--- config.mk ---
export PLATFORM = sky130hd
export DESIGN_NAME = uart_rx_fifo_less_v2
export DESIGN_NICKNAME = d
export VERILOG_FILES = /design/src/rtl/uart_rx_fifo_less_v2.sv
export SDC_FILE = /design/constraint.sdc
export NUM_CORES = 1
export LEC_CHECK = 0
export CORE_ASPECT_RATIO = 1.25
export CORE_UTILIZATION = 58
export CTS_CLUSTER_SIZE = 25
export DETAILED_ROUTE_END_ITERATION = 8
export GPL_TIMING_DRIVEN = 0
export PLACE_DENSITY = 0.8
export SKIP_CTS_REPAIR_TIMING = 1
export SLEW_MARGIN = 30
export SYNTH_ARGS = -nofsm -noshare
export SYNTH_HDL_FRONTEND = slang
export SYNTH_SLANG_ARGS = --single-unit
--- constraint.sdc ---
create_clock -name clk -period 5.1 [get_ports clk]
set_clock_uncertainty 0.05 [all_clocks]
set_input_delay 1.275 -clock clk [delete_from_list [all_inputs] [get_ports clk]]
set_output_delay 1.275 -clock clk [all_outputs]
set_load 0.02 [all_outputs]
--- src/rtl/uart_rx_fifo_less_v2.sv ---
// UART receiver with a runtime bit period, optional parity, 1-2 stop bits and a valid/ready output.
// Define UART_RX_MAJORITY_EN to take each bit as the 2-of-3 vote of the last three line samples.
module uart_rx_fifo_less_v2 #(
  parameter int DATA_BITS   = 8,
  parameter int STOP_BITS   = 1,
  parameter bit PARITY_EN   = 1'b1,
  parameter bit PARITY_EVEN = 1'b1,
  parameter int DIV_W       = 16
) (
  input  logic                 clk,
  input  logic                 rst_n,
  input  logic                 din,
  input  logic [DIV_W-1:0]     div,
  output logic [DATA_BITS-1:0] data_out,
  output logic                 valid,
  input  logic                 ready,
  output logic                 parity_err,
  output logic                 frame_err,
  output logic                 overrun,
  output logic                 busy
);

  localparam logic [2:0] IDLE  = 3'd0;
  localparam logic [2:0] START = 3'd1;
  localparam logic [2:0] DATA  = 3'd2;
  localparam logic [2:0] PAR   = 3'd3;
  localparam logic [2:0] STOP  = 3'd4;

  logic [2:0]           state;
  logic                 s1;
  logic                 s;
  logic                 s_q;
  logic [DIV_W-1:0]     per;
  logic [DIV_W-1:0]     cnt;
  logic [DIV_W-1:0]     target;
  logic [3:0]           bit_idx;
  logic [DATA_BITS-1:0] shreg;
  logic                 perr;
  logic                 ferr;
  logic                 at_target;
  logic                 b;
  logic                 commit;
  logic                 commit_ferr;

`ifdef UART_RX_MAJORITY_EN
  logic s_qq;

  always_ff @(posedge clk) begin
    if (!rst_n) s_qq <= 1'b1;
    else        s_qq <= s_q;
  end

  // s_q and s_qq hold the line at target-1 and target-2
  assign b = (s & s_q) | (s & s_qq) | (s_q & s_qq);
`else
  assign b = s;
`endif

  assign target      = (state == START) ? ((per >> 1) - DIV_W'(1)) : (per - DIV_W'(1));
  assign at_target   = (cnt == target);
  assign commit      = (state == STOP) && at_target && (bit_idx == 4'(STOP_BITS - 1));
  assign commit_ferr = ferr | ~b;
  assign busy        = (state != IDLE);

  always_ff @(posedge clk) begin
    if (!rst_n) begin
      state   <= IDLE;
      s1      <= 1'b1;
      s       <= 1'b1;
      s_q     <= 1'b1;
      per     <= DIV_W'(8);
      cnt     <= '0;
      bit_idx <= '0;
      shreg   <= '0;
      perr    <= 1'b0;
      ferr    <= 1'b0;
    end else begin
      s1  <= din;
      s   <= s1;
      s_q <= s;
      cnt <= cnt + DIV_W'(1);
      case (state)
        IDLE: begin
          cnt <= '0;
          if (s_q && !s) begin
            state <= START;
            per   <= (div < DIV_W'(8)) ? DIV_W'(8) : div;
            perr  <= 1'b0;
            ferr  <= 1'b0;
          end
        end
        START: begin
          if (at_target) begin
            cnt     <= '0;
            bit_idx <= '0;
            state   <= b ? IDLE : DATA;
          end
        end
        DATA: begin
          if (at_target) begin
            cnt   <= '0;
            shreg <= {b, shreg[DATA_BITS-1:1]};
            if (bit_idx == 4'(DATA_BITS - 1)) begin
              bit_idx <= '0;
              state   <= PARITY_EN ? PAR : STOP;
            end else begin
              bit_idx <= bit_idx + 4'd1;
            end
          end
        end
        PAR: begin
          if (at_target) begin
            cnt     <= '0;
            bit_idx <= '0;
            perr    <= PARITY_EVEN ? (b != ^shreg) : (b != ~^shreg);
            state   <= STOP;
          end
        end
        STOP: begin
          if (at_target) begin
            cnt  <= '0;
            ferr <= commit_ferr;
            if (commit) begin
              bit_idx <= '0;
              state   <= IDLE;
            end else begin
              bit_idx <= bit_idx + 4'd1;
            end
          end
        end
        default: begin
          cnt   <= '0;
          state <= IDLE;
        end
      endcase
    end
  end

  // A commit coinciding with a handshake replaces the word being consumed
  always_ff @(posedge clk) begin
    if (!rst_n) begin
      data_out   <= '0;
      valid      <= 1'b0;
      parity_err <= 1'b0;
      frame_err  <= 1'b0;
      overrun    <= 1'b0;
    end else begin
      if (commit && (!valid || ready)) begin
        data_out   <= shreg;
        parity_err <= perr;
        frame_err  <= commit_ferr;
        valid      <= 1'b1;
      end else if (valid && ready) begin
        valid <= 1'b0;
      end
      if (commit && valid && !ready) overrun <= 1'b1;
      else if (valid && ready)       overrun <= 1'b0;
    end
  end

endmodule

Yosys cells after proc, flatten, opt, wreduce, memory -nomap -nowiden
Index checks and enable logic that the tools add are counted.
{ "classes": {"n_addsub": 4, "multipliers": 0, "div": 0, "magnitude_cmp": 1, "eq_ne": 15, "shifts": 0, "muxes": 25, "bitwise_logic": 4, "reduce_logical": 29} }
{ "ops": {"columns": ["op", "n"], "rows": [
  ["2-to-1 mux 16 bit", 2],
  ["2-to-1 mux 3 bit", 7],
  ["2-to-1 mux 4 bit", 5],
  ["adder 16 x 1 -> 16 bit, second input constant", 1],
  ["== test 16 bit", 1],
  ["less-than comparator 16 x 4 -> 1 bit, second input constant", 1],
  ["subtractor 15 x 1 -> 16 bit, second input constant", 1],
  ["subtractor 16 x 1 -> 16 bit, second input constant", 1],
  ["one-hot mux 3 bit (5 select lines)", 1],
  ["inequality test 2 bit, second input constant", 7],
  ["one-hot mux 4 bit (3 select lines)", 1],
  ["nonzero test 2 bit", 4],
  ["parity 8 bit", 1],
  ["logical AND 1 bit", 7],
  ["AND reduction 7 bit", 1],
  ["== test 3 x 2 -> 1 bit, second input constant", 2],
  ["2-to-1 mux 1 bit", 6],
  ["AND reduction 3 bit", 2],
  ["nonzero test 3 bit", 2],
  ["adder 4 x 1 -> 4 bit, second input constant", 1],
  ["== test 4 x 3 -> 1 bit, second input constant", 1],
  ["zero test 4 bit", 1],
  ["one-hot mux 1 bit (2 select lines)", 2],
  ["AND reduction 2 bit", 2],
  ["14 further kinds", 18]
]} }
{ "totals": {"regBits": 64, "latchBits": 0, "ramBits": 0, "rom_bits": 0, "input_bits": 20, "output_inout_bits": 13, "elab_cells": 93, "mem_count": 0} }

Depth between registers and ports, before layout
{ "logic_depth": {"ltp_word": 8, "mapped_depth": 16, "mapped_depth_nobuf": 12} }

Least setup slack after synthesis
No wires, ideal clock.
{ "synth_path": {"path_type": "register -> register", "start": "register state[2]", "end": "register cnt[10]", "setup_ns": 0.128, "arrival_ns": 4.168, "required_time_ns": 4.922, "slack_ns": 0.754, "stages_incl_launch_ff": 17, "n_path_buf": 4, "period_less_slack_ns": 4.346, "cell_sequence": "dfxtp_1 > clkbuf_1 > nor3b_1 > buf_2 > buf_2 > mux2i_1 > ha_1 > or4b_2 > nand3b_1 > xor2_1 > o31ai_1 > xnor2_1 > nand4bb_1 > nor4bb_1 > nand3b_1 > clkbuf_1 > nor2_1"} }
{ "synth_between": {"elab_chain_cells": 4, "elab_cells_between_ends": 9, "cone_classes": "eq/ne (5); mux (1); bitwise (1); reduce/logical (2)"} }
{ "synth_lines": {"columns": ["item", "line_no", "rtl"], "rows": [
  ["start: declaration", "29", "logic [2:0] state;"],
  ["start signal: assignment", "96", "state <= b ? IDLE : DATA;"],
  ["start signal: assignment", "105", "state <= PARITY_EN ? PAR : STOP;"],
  ["== test 3 x 1 -> 1 bit, or another cell as far along", "59, 82", null],
  ["2-to-1 mux 16 bit or OR reduction 4 bit (tied branches)", null, null],
  ["== test 16 bit or inverter 1 bit (tied branches)", null, null],
  ["OR reduction 3 bit (no source line) (*)", null, null],
  ["end signal: assignment", "81", "cnt <= cnt + DIV_W'(1);"],
  ["end: declaration", "34", "logic [DIV_W-1:0] cnt;"]
]} }
Mark *: on every way between the ends. The rest lies on a longest branch, timed or not.
A chain may end at the register's enable or synchronous reset.

Worst setup path after layout
{ "layout_path": {"start": "register state[2]", "end": "register ferr"} }
{ "layout_between": {"elab_chain_cells": 5, "elab_cells_between_ends": 10, "cone_classes": "eq/ne (5); mux (2); reduce/logical (3)"} }
{ "layout_lines": {"columns": ["item", "line_no", "rtl"], "rows": [
  ["== test 3 x 1 -> 1 bit", "59", "assign target = (state == START) ? ((per >> 1) - DIV_W'(1)) : (per - DIV_W'(1));"],
  ["2-to-1 mux 16 bit", "59", null],
  ["== test 16 bit", "60", "assign at_target = (cnt == target);"],
  ["inequality test 2 bit (no source line)", null, null],
  ["AND reduction 3 bit (no source line)", null, null],
  ["end signal: assignment", "122", "ferr <= commit_ferr;"],
  ["end: declaration", "39", "logic ferr;"]
]} }
Several ways; a longest one is shown, not always the timed one.

==> impl_metrics.toml <==
[critical_path]
r2r_slack_ps = 210
cp-end-kind = "flop"
path_delay_family = "simple AND/OR/NAND/NOR gates"
cp_max_fo = 10
cp_cell_sequence = "clkbuf_1 -> nor3b_4 -> clkbuf_4 -> clkbuf_4 -> mux2i_1 -> ha_2 -> or4b_2 -> nand3b_1 -> xor2_1 -> o31ai_1 -> xnor2_1 -> nand4bb_1 -> nor4bb_4 -> clkbuf_2 -> o21ai_0 -> a221oi_1"
cp_common_cell = "clkbuf_4"
path_buf_inv = 4
cpPeakStageDelay_ps = 650
worstPathArrival_ps = 5090
r2r_start = "state[2]"
slowest_stage = "or4b_2"
r2r_end = "ferr"
critPathKind = "flop to flop"
cp.required_ps = 5300
r2r_cells = 16
critPathLaunchType = "flop"

[pwr]
leakage_uw = 0.00178
peakVddDrop_v = 0.000196
powerDensity_nw_per_um2 = 257
finalPower_uw = 1200

[timing]
finalHoldViolCount = 0
tns_ps = 0
fin_crit_sh_pct = 95.9
whs_ps = 363
slew_headroom_pct = 41.9
period_needed_ps = 4890
max_freq_mhz = 205
worst_pin_slew_ps = 869
slew_violations = 0
setup_slack_ps = 211
finalSetupViolCount = 0

[global_route]
grt_pass1_wl_mm = 15.5
grt_pass1_vias = 3515
grt_max_degree = 14
grtUsageTotal_pct = 29.0
antenna_found_initial = 0
grt-ovfl-total = 0

[cells_and_area]
num_antenna_cells = 0
area_growth_pct = 19.2
nets = 552
final_layout_size_suffix_gt1_share_pct = 7.50
final_common_cell = "nand2_1"
layout_common_cells = "67 x nand2_1, 64 x dfxtp_1, 39 x nor2_1"

[die]
row_count = 33
die_w_um = 75.5
pin_count = 33
die_area_sq_um = 7080
start_util_pct = 60.0
die_h_um = 93.8
core_sq_um = 6520

[synthesis]
synth_ff_type = "dfxtp_1"
syn_avg_cell_area_sq_um = 8.12
yosysSeqAreaShare_pct = 32.7
synth_top_cell_area_share_pct = 32.7
ys_seq_elements = 64
synth_edf_count = 0
async_flop_share_pct = 0
synth_cells = 482
synth_nets = 506
ys_types = 67
syn-cell-area_sq_um = 3910
yosysTopAreaCell = "dfxtp_1"
yosysWarningCount = 0
synthTopCellsByArea = "dfxtp_1 33%, mux2i_1 7.4%, nand2_1 6.4%"

[routing]
wl_per_cell_um = 15.7
drc_errors = 0
final_antenna_net_count = 0
first_pass_iters = 5
via_per_inst = 5.97
num_vias = 3702
drtIter0Drc = 309
routed_wl_mm = 9.76

[placement]
place.gp.congestion = 0.925
port-buffer-count = 31
pre_cts_ws_ps = -369
dp_hpwl_mm = 7.13

[cts]
clock-root-buffer = "clkbuf_8"
clock_sinks = 64
h-tree-depth = 3
tritoncts = "done"
clk_pin_slew_ps = 70
numCtsBuffers = 9
cts_buffer_depth = 2
clk_latency_ps = 350

[worst_hold_path]
hold_end = "b"
holdCritPathClass = "flop to flop"
hold_start = "s1"
min_delay_path_depth = 1

[flow_run]
drv_cap = 0

[status]
status = "completed"
## power breakdown
group	internal, uW	switching (uW)
Clock	331	223
Sequential	505	7.06
Combinational	59.3	75.1
## stage by stage
stage | std cells | instance area (sq um) | utilization (%)
floorplan | 482 | 3910 | -
global placement | 600 | 4330 | 66.4
finish | 620 | 4660 | 71.5
global route | 620 | 4660 | 71.5
CTS | 616 | 4580 | 70.3
detailed placement | 600 | 4330 | 66.4
## worst max-delay path by stage
stage	slack, ps	startpoint	cells past startpoint	endpoint
floorplan	750	state[2]	16	cnt[10]
global placement	-300	state[2]	16	cnt[15]
detailed placement	-370	state[2]	16	cnt[14]
CTS	-390	state[2]	16	cnt[14]
global route	-90	state[2]	16	ferr
finish	210	state[2]	16	ferr
## per-layer routing
layer  wire length [um]  up-vias  global-route usage (%)
met5                  0        -                       0
met3                468       31                    5.58
met1               3820     1761                    31.1
met2               5120      103                    51.1
met4                357        0                    17.0
li1                   -     1807                       -
## cell usage after synthesis (all sizes together) (3+ instances only)
cell,instances
nand3b,3
a31o,4
xor2,14
buf,4
or4b,3
nand2b,14
nand3,16
and2,3
o211ai,8
or4,3
nor4bb,4
mux2i,29
a22oi,6
nor2b,7
a2111oi,3
o21ai,7
nor3,13
a21oi,12
nor2,39
a211oi,7
nand2,68
nand4,7
a21boi,12
inv,21
o31ai,3
and3,4
nor4,7
or2,3
clkbuf,25
dfxtp,64
xnor2,23
ha,4
or3,4
a31oi,3
## cell type report
type	count	area, sq um
repair buffers	35	353
fillers	551	1860
clock inverters	7	125
well taps	87	109
flip-flops and latches	64	1280
inverters	21	78.8
clock buffers	9	124
plain buffers	29	121
multi-input cells	368	2470
## registers in the layout, summed over array words and instances (netlist names)
register	count
overrun	1
perr	1
b	1
frame_err	1
state	3
s1	1
data_out	8
valid	1
shreg	8
per	16
parity_err	1
bit_idx	4
s_q	1
ferr	1
cnt	16
## cells by family after synthesis
logic type	share of synthesized area, %
xor gates and xnor gates	8.28
AOI/OAI and AO/OA	16.5
DFF	32.7
muxes	7.99
buffers and inverters	4.86
adders and majority gates	1.28
and+or+nand+nor	28.4
Note: power is estimated with default switching activity, not from simulation.
